**src/rtl/mul_pipe_pkg.sv**
```systemverilog
// Shared constants and the {valid, id} tag type used by the multiplier arbiter.
package mul_pipe_pkg;

    localparam int unsigned MUL_LATENCY = 7;
    localparam int unsigned WIDTH       = 32;
    localparam int unsigned PROD_W      = 2 * WIDTH;
    localparam int unsigned NUM_REQ     = 4;
    localparam int unsigned ID_W        = $clog2(NUM_REQ);
    // Wide enough for the largest supported requester count (16).
    localparam int unsigned MAX_ID_W    = 4;

    typedef struct packed {
        logic                v;
        logic [MAX_ID_W-1:0] id;
    } tag_t;

endpackage

```
**src/rtl/mul_pipe_32_bit.sv**
```systemverilog
// Non-stallable, fully pipelined unsigned multiplier: operands captured on one edge,
// registered product available Latency cycles after the capture cycle.
module mul_pipe_32_bit
    import mul_pipe_pkg::*;
#(
    parameter int unsigned Width   = WIDTH,
    parameter int unsigned Latency = MUL_LATENCY
) (
    input  logic               clk_i,
    input  logic               rst_i,
    input  logic [Width-1:0]   a_i,
    input  logic [Width-1:0]   b_i,
    output logic [2*Width-1:0] p_o
);

    logic [Width-1:0]   a_q;
    logic [Width-1:0]   b_q;
    // Operand stage plus Latency-1 product stages gives exactly Latency registers.
    logic [2*Width-1:0] prod_q [Latency-1];

    always_ff @(posedge clk_i or posedge rst_i) begin
        if (rst_i) begin
            a_q <= '0;
            b_q <= '0;
            for (int unsigned k = 0; k < Latency - 1; k++) begin
                prod_q[k] <= '0;
            end
        end else begin
            a_q       <= a_i;
            b_q       <= b_i;
            prod_q[0] <= (2 * Width)'(a_q) * (2 * Width)'(b_q);
            for (int unsigned k = 1; k < Latency - 1; k++) begin
                prod_q[k] <= prod_q[k-1];
            end
        end
    end

    assign p_o = prod_q[Latency-2];

endmodule

```
**src/rtl/mul_pipe_arbiter.sv**
```systemverilog
// Round-robin arbiter sharing one pipelined multiplier between NumReq clients; a {v,id}
// tag pipe travels alongside the datapath so each product returns to its owner.
module mul_pipe_arbiter
    import mul_pipe_pkg::*;
#(
    parameter int unsigned NumReq     = NUM_REQ,
    parameter int unsigned Width      = WIDTH,
    parameter int unsigned MulLatency = MUL_LATENCY,
    localparam int unsigned IdW       = (NumReq > 1) ? $clog2(NumReq) : 1,
    localparam int unsigned CntW      = $clog2(MulLatency + 1)
) (
    input  logic                    clk_i,
    input  logic                    reset_i,
    input  logic [NumReq-1:0]       req_valid_i,
    input  logic [NumReq*Width-1:0] req_a_i,
    input  logic [NumReq*Width-1:0] req_b_i,
    output logic [NumReq-1:0]       req_ready_o,
    input  logic                    hold_i,
    output logic [NumReq-1:0]       rsp_valid_o,
    output logic [2*Width-1:0]      rsp_data_o,
    output logic [CntW-1:0]         inflight_o
);

    logic [IdW-1:0]   ptr_q, ptr_d;
    logic [IdW-1:0]   winner;
    logic             any_valid;
    logic             transfer;
    logic             rsp_fire;
    int unsigned      idx;
    logic [Width-1:0] mul_a, mul_b;
    logic [CntW-1:0]  inflight_q, inflight_d;
    tag_t             tag_q [MulLatency];

    // Scan upward from the pointer, wrapping; first valid requester wins.
    always_comb begin
        winner    = '0;
        any_valid = 1'b0;
        idx       = 0;
        for (int unsigned k = 0; k < NumReq; k++) begin
            idx = (32'(ptr_q) + k) % NumReq;
            if (!any_valid && |(req_valid_i & (NumReq'(1) << idx))) begin
                any_valid = 1'b1;
                winner    = IdW'(idx);
            end
        end
    end

    // The winner is always valid, so a grant is always a transfer.
    assign transfer    = any_valid && !hold_i && !reset_i;
    assign req_ready_o = transfer ? (NumReq'(1) << winner) : '0;

    always_comb begin
        mul_a = '0;
        mul_b = '0;
        ptr_d = ptr_q;
        if (transfer) begin
            mul_a = req_a_i[32'(winner)*Width +: Width];
            mul_b = req_b_i[32'(winner)*Width +: Width];
            ptr_d = (winner == IdW'(NumReq - 1)) ? '0 : winner + 1'b1;
        end
    end

    assign rsp_fire    = tag_q[MulLatency-1].v;
    assign rsp_valid_o = rsp_fire ? (NumReq'(1) << tag_q[MulLatency-1].id) : '0;
    assign inflight_d  = inflight_q + CntW'(transfer) - CntW'(rsp_fire);
    assign inflight_o  = inflight_q;

    always_ff @(posedge clk_i or posedge reset_i) begin
        if (reset_i) begin
            ptr_q      <= '0;
            inflight_q <= '0;
            for (int unsigned k = 0; k < MulLatency; k++) begin
                tag_q[k] <= '0;
            end
        end else begin
            ptr_q      <= ptr_d;
            inflight_q <= inflight_d;
            tag_q[0]   <= '{v: transfer, id: MAX_ID_W'(winner)};
            for (int unsigned k = 1; k < MulLatency; k++) begin
                tag_q[k] <= tag_q[k-1];
            end
        end
    end

    mul_pipe_32_bit #(
        .Width   (Width),
        .Latency (MulLatency)
    ) u_mul (
        .clk_i (clk_i),
        .rst_i (reset_i),
        .a_i   (mul_a),
        .b_i   (mul_b),
        .p_o   (rsp_data_o)
    );

endmodule

```
**config.mk**
```make
export PLATFORM = sky130hd
export DESIGN_NAME = mul_pipe_arbiter
export DESIGN_NICKNAME = d
export VERILOG_FILES = /design/src/rtl/mul_pipe_pkg.sv /design/src/rtl/mul_pipe_32_bit.sv /design/src/rtl/mul_pipe_arbiter.sv
export SDC_FILE = /design/constraint.sdc
export NUM_CORES = 2
export LEC_CHECK = 0
export CAP_MARGIN = 20
export CORE_MARGIN = 1.5
export CORE_UTILIZATION = 36
export DETAILED_ROUTE_END_ITERATION = 16
export HOLD_SLACK_MARGIN = 0.02
export SLEW_MARGIN = 10
export SYNTH_ARGS = -nofsm -noshare
export SYNTH_HDL_FRONTEND = slang
export SYNTH_SLANG_ARGS = --single-unit
```
**constraint.sdc**
```tcl
create_clock -name clk_i -period 19.05 [get_ports clk_i]
set_input_delay 3.81 -clock clk_i [delete_from_list [all_inputs] [get_ports clk_i]]
set_output_delay 3.81 -clock clk_i [all_outputs]
set_load 0.01 [all_outputs]
```
# --- Word-level counts from Yosys, hierarchy flattened ---
# Cells that the tools add are included.
classes:
  mux: 13
  eq_ne: 1
  n_addsub: 6
  shift: 8
  n_reduce_logical: 14
  n_mul: 1
  bitwise: 4
op_table:
  columns: ["op", "count"]
  rows:
  - ["128-bit by 8-bit variable part select with 32-bit output", 2]
  - ["32-bit by 32-bit multiplier with 64-bit output", 1]
  - ["32-bit two-way mux", 2]
  - ["1-bit by 2-bit << shifter with 4-bit output (first input constant)", 6]
  - ["4-bit AND", 4]
  - ["4-bit OR reduction", 4]
  - ["2-bit two-way mux", 5]
  - ["4-bit two-way mux", 2]
  - ["1-bit logical AND", 5]
  - ["1-bit zero test", 5]
  - ["2-bit by 1-bit adder with 2-bit output (second input constant)", 2]
  - ["2-bit adder (second input constant)", 2]
  - ["1-bit two-way mux", 4]
  - ["3-bit by 1-bit adder with 3-bit output", 1]
  - ["3-bit by 1-bit subtractor with 3-bit output", 1]
  - ["2-bit equality test (second input constant)", 1]
word_totals:
  ff_bits: 474
  word_cells: 71

# --- Logic depth before layout (Yosys ltp) ---
logic_depth:
  depth_word: 17
  ltp_mapped: 27
  depth_no_buf: 25

# --- Hierarchy ---
# A second synthesis with hierarchy kept.
unflattened:
  cells_unflattened: 5484
  hier_area_um2: 53657.7
by_module_without_submodules:
  columns: ["module", "cells_each", "n_inst", "area_per_inst_um2"]
  rows:
  - ["mul_pipe_32_bit", 4228, 1, 45139.5]
  - ["mul_pipe_arbiter", 1256, 1, 8518.2]

# --- Worst setup path before layout ---
# No wires, ideal clock.
synth_timing:
  path_type: "input port to output port"
  start: "input port req_valid_i[1]"
  end: "output port req_ready_o[3]"
  t_required_ns: 15.240
  slack_ns: 9.771
  arrival_time_ns: 5.469
  path_stages: 10
  path_cell_list: "a22oi_1 nand2_1 nor2_1 a21oi_1 o311a_1 buf_2 buf_2 inv_1 ha_1 and2_1"
synth_between:
  word_cells_on_any_way: 26
  classes_between: "shift (1); mux (9); bitwise (4); reduce/logical (12)"
synth_rtl:
  columns: ["item", "line", "text"]
  rows:
  - ["start, declared", "mul_pipe_arbiter.sv:14", "input logic [NumReq-1:0] req_valid_i,"]
  - ["4-bit AND", "mul_pipe_arbiter.sv:41", "if (!any_valid && |(req_valid_i & (NumReq'(1) << idx))) begin"]
  - ["4-bit OR reduction", "mul_pipe_arbiter.sv:41", null]
  - ["1-bit two-way mux", "mul_pipe_arbiter.sv:41", null]
  - ["1-bit zero test", "mul_pipe_arbiter.sv:41", null]
  - ["1-bit logical AND", "mul_pipe_arbiter.sv:41", null]
  - ["1-bit two-way mux", "mul_pipe_arbiter.sv:41", null]
  - ["1-bit zero test", "mul_pipe_arbiter.sv:41", null]
  - ["1-bit logical AND", "mul_pipe_arbiter.sv:41", null]
  - ["1-bit two-way mux", "mul_pipe_arbiter.sv:41", null]
  - ["1-bit zero test", "mul_pipe_arbiter.sv:41", null]
  - ["1-bit logical AND", "mul_pipe_arbiter.sv:41", null]
  - ["2-bit two-way mux *", "mul_pipe_arbiter.sv:41", null]
  - ["named net winner[1]", "mul_pipe_arbiter.sv:25", "logic [IdW-1:0] winner;"]
  - ["1-bit by 2-bit << shifter with 4-bit output *", "mul_pipe_arbiter.sv:50", "assign req_ready_o = transfer ? (NumReq'(1) << winner) : '0;"]
  - ["4-bit two-way mux *", "mul_pipe_arbiter.sv:50", null]
  - ["end, declared", "mul_pipe_arbiter.sv:17", "output logic [NumReq-1:0] req_ready_o,"]
# The timed path passes the listed nets; every way through them passes the cells marked *.

# --- Worst setup path after layout ---
layout_timing:
  start: "input port req_valid_i[1]"
  end: "output port req_ready_o[1]"
layout_between:
  elab_chain_len: 15
  word_cells_on_any_way: 26
  classes_between: "shift (1); mux (9); bitwise (4); reduce/logical (12)"
layout_rtl:
  columns: ["item", "line", "text"]
  rows:
  - ["4-bit AND", "mul_pipe_arbiter.sv:41", null]
  - ["4-bit OR reduction", "mul_pipe_arbiter.sv:41", null]
  - ["1-bit two-way mux", "mul_pipe_arbiter.sv:41", null]
  - ["1-bit zero test", "mul_pipe_arbiter.sv:41", null]
  - ["1-bit logical AND", "mul_pipe_arbiter.sv:41", null]
  - ["1-bit two-way mux", "mul_pipe_arbiter.sv:41", null]
  - ["1-bit zero test", "mul_pipe_arbiter.sv:41", null]
  - ["1-bit logical AND", "mul_pipe_arbiter.sv:41", null]
  - ["1-bit two-way mux", "mul_pipe_arbiter.sv:41", null]
  - ["1-bit zero test", "mul_pipe_arbiter.sv:41", null]
  - ["1-bit logical AND", "mul_pipe_arbiter.sv:41", null]
  - ["1-bit two-way mux", "mul_pipe_arbiter.sv:41", null]
  - ["1-bit logical AND (2 in a row)", "mul_pipe_arbiter.sv:49", "assign transfer = any_valid && !hold_i && !reset_i;"]
  - ["4-bit two-way mux *", "mul_pipe_arbiter.sv:50", null]
# Every way passes the cells marked *; elsewhere a longest branch is shown, timed or not.

==> run metrics <==
GPL Wtd Cong=0.863; CTS tree=done; Core Util, Final=41.3%; # nets final=6015; gr ovfl total=0; maxcap violations=0; top post-synthesis cells by area=fa_1, dfrtp_1, and2_1; synthesized net count=5882; Worst Setup End Kind=output port; worst-path maximum fanout=36; max_slew headroom=26.8%; Slew Viols, Final=0; Clk pin slew, worst setup/hold paths=60 ps; P_sw=0.00332 W; RSZ-0062 raised after global routing=false; routed via count=30888; Final setup viols=0; Seq/Total Area, Yosys=24.7%; CTS H-tree depth=2; vias in the first global route=34859; Residual DRC=0; PortBufs=337; clock power share=14.8%; first-pass GRT wire length=204 mm; I/O pin total=338; largest net degree at the start of global routing=176; multi-input logic area=0.0316 sq mm; Peak Freq=90.7 MHz; register bit total from synthesis=474; post-route ant nets=0; Main synth FF type=dfrtp_1; Seq pwr share=25.0%; crit path max-delay cell type=o311a_4; GRT Overall Usage=19.7%; Final Critical Period=11020 ps; fin crit share=57.9%; LEAKAGE=26.9 nW; Starting Density=36.4%; core area=0.132 sq mm; Syn. warnings=0; setup bufs post-CTS=0; Tot Pwr=0.00690 W; synthesized area per cell=10.8 sq um; most frequent cells after synthesis=fa_1, inv_1, and2_1; Worst-Margin Slew=1100 ps; share of cells above drive strength 1=5.45%; clk buf depth=3; CP required=15240 ps; Most common cell on crit path=clkdlybuf4s50_1; via/cell ratio=4.84; CTS root buf=clkbuf_16; number of core rows=133; CTS Buf Count=50; Yosys top cell by area=fa_1; type of the worst setup path=in -> out; WL final=129 mm; synthesized netlist cell count=4449; overall die height=368 microns; post_cts resized=0; library cells used by synthesis=70; largest stage delay on the critical path=660 ps; PwrDens=127 mW/mm^2; status=finished, final reports clean; Mapped Area=0.0481 sq mm; FF/Latch Area=0.0119 sq mm; DRT Pass-1 Iters=5; Worst VDD drop=0.0960 mV; Worst-Skew Late Latency=670 ps; filler cell count=12676; post-DP HPWL=92.5 mm; cell chain of the critical path=clkdlybuf4s50_1 > a22oi_1 > nand2_1 > nor2_1 > a21oi_1 > o311a_4 > buf_4 > ha_1 > and2_1 > clkdlybuf4s50_1; count leader, synth=fa_1; Die Area=0.136 sq mm; Comb pwr share=60.2%; Hold Vio Cnt, Final=0; Sw Share=48.1%; initial antenna violation count=5; Hold-fix buffers, CTS=0; setup TNS=0 ps; Layout area overhead=13.3%; Hold WC Path Type=reg -> reg; Yosys top cell area share=37.4%; asr flop ratio synth=100%; number of synthesized flops with an enable pin=0; CP arrival=7210 ps; Internal=0.00358 W; clock skew=61.0 ps; Die X=368 microns; CTS Sinks=474; startpoint types=input port; wire per inst=20.2 microns; initial drt markers=1902
[worst max-delay path, delay by kind of cell]
kind | cells | cell delay, ps
AOI/OAI and AO/OA | 3 | 950
buffers and inverters | 3 | 1740
adders and majority gates | 1 | 260
and+or+nand+nor | 3 | 420
[cells in the final DEF (no fill, tap or decap), types with 7 or more instances in the layout]
master           Yosys  layout
a21o_1              21      21
a21oi_1             83      83
a22oi_1              9       9
and2_1             662     662
and3_1              10      10
buf_4               65      45
clkbuf_1           221       8
clkbuf_16            0      50
clkbuf_8             0      10
clkdlybuf4s50_1      0     337
dfrtp_1            474     439
dfrtp_2              0      35
fa_1               897     897
ha_1               273     273
inv_1              867     865
mux4_2              64      64
nand2_1            490     490
nand3_1             13      13
nand4_1             21      21
nor2_1              38      38
nor3_1              17      17
o21a_1               7       7
o21ai_0             33      33
o21ai_1              9       9
o21bai_1            12      12
xnor2_1             39      39
xor2_1              20      20
[routing by layer]
layer / track usage (%) / up-vias / routed length, microns
li1: - / 13399 / -
met1: 27.4 / 15975 / 55800
met2: 30.5 / 1286 / 57400
met3: 4.33 / 228 / 11400
met4: 6.70 / 0 / 4590
met5: 0 / - / 0
[path summary, 6_finish.rpt]
path	end	startpoint	slack [ps]	depth (start not counted)
worst max register to register	u_mul.prod_q[373]$_DFF_PP0_	u_mul.b_q[23]$_DFF_PP0_	10130	22
worst max-delay path	req_ready_o[1]	req_valid_i[1]	8030	10
worst min-delay path	tag_q[6]$_DFF_PP0_	tag_q[11]$_DFF_PP0_	310	0
max in group asynchronous	u_mul.prod_q[379]$_DFF_PP0_	reset_i	12150	5
worst min register to register	tag_q[6]$_DFF_PP0_	tag_q[11]$_DFF_PP0_	310	0
min in group asynchronous	ptr_q[0]$_DFFE_PP0P_	reset_i	3660	2
[state kept, by name (all words and copies together) (netlist names)]
register and count:
u_mul.a_q 32, u_mul.p_o 64, u_mul.prod_q 320, ptr_q 2
u_mul.b_q 32, tag_q 20, rsp_fire 1, inflight_o 3
[final cells by class]
class,instances,share of cell area (%)
inverter,867,5.99
sequential,474,21.9
timing repair buffer,385,6.90
multi-input combinational,2804,57.9
antenna,2,0.00919
tap,1755,4.03
clock buffer,68,2.60
clock inverter,26,0.662
[power groups by stage]
stage	clock network, W	registers (W)	logic, W
final	0.00102	0.00173	0.00415
after global routing	0.00111	0.00175	0.00463
after floorplan	0	0.00145	0.00291
after CTS	0.00107	0.00173	0.00417
after global placement	0	0.00174	0.00412
after detailed placement	0	0.00174	0.00414
[kinds of logic after synthesis]
family                     Yosys count  synth area share, %
and+or+nand+nor                   1281                 13.9
buffers and inverters             1171                 9.69
adders and majority gates         1170                 44.5
DFF                                474                 24.7
AOI/OAI and AO/OA                  228                 3.13
muxes                               66                 3.04
xor gates and xnor gates            59                 1.08
[metrics by stage]
step / instances / hold WS, ps / setup slack (ps) / area, sq um
after global routing: 6381 / 314 / 7790 / 54500
after global placement: 6283 / 333 / 7880 / 52700
final: 6381 / 309 / 8030 / 54500
after detailed placement: 6283 / 335 / 7960 / 52700
after CTS: 6377 / 307 / 7950 / 54400
after floorplan: 4449 / 331 / 2020 / 48100
Power figures use the tool's default switching activity.
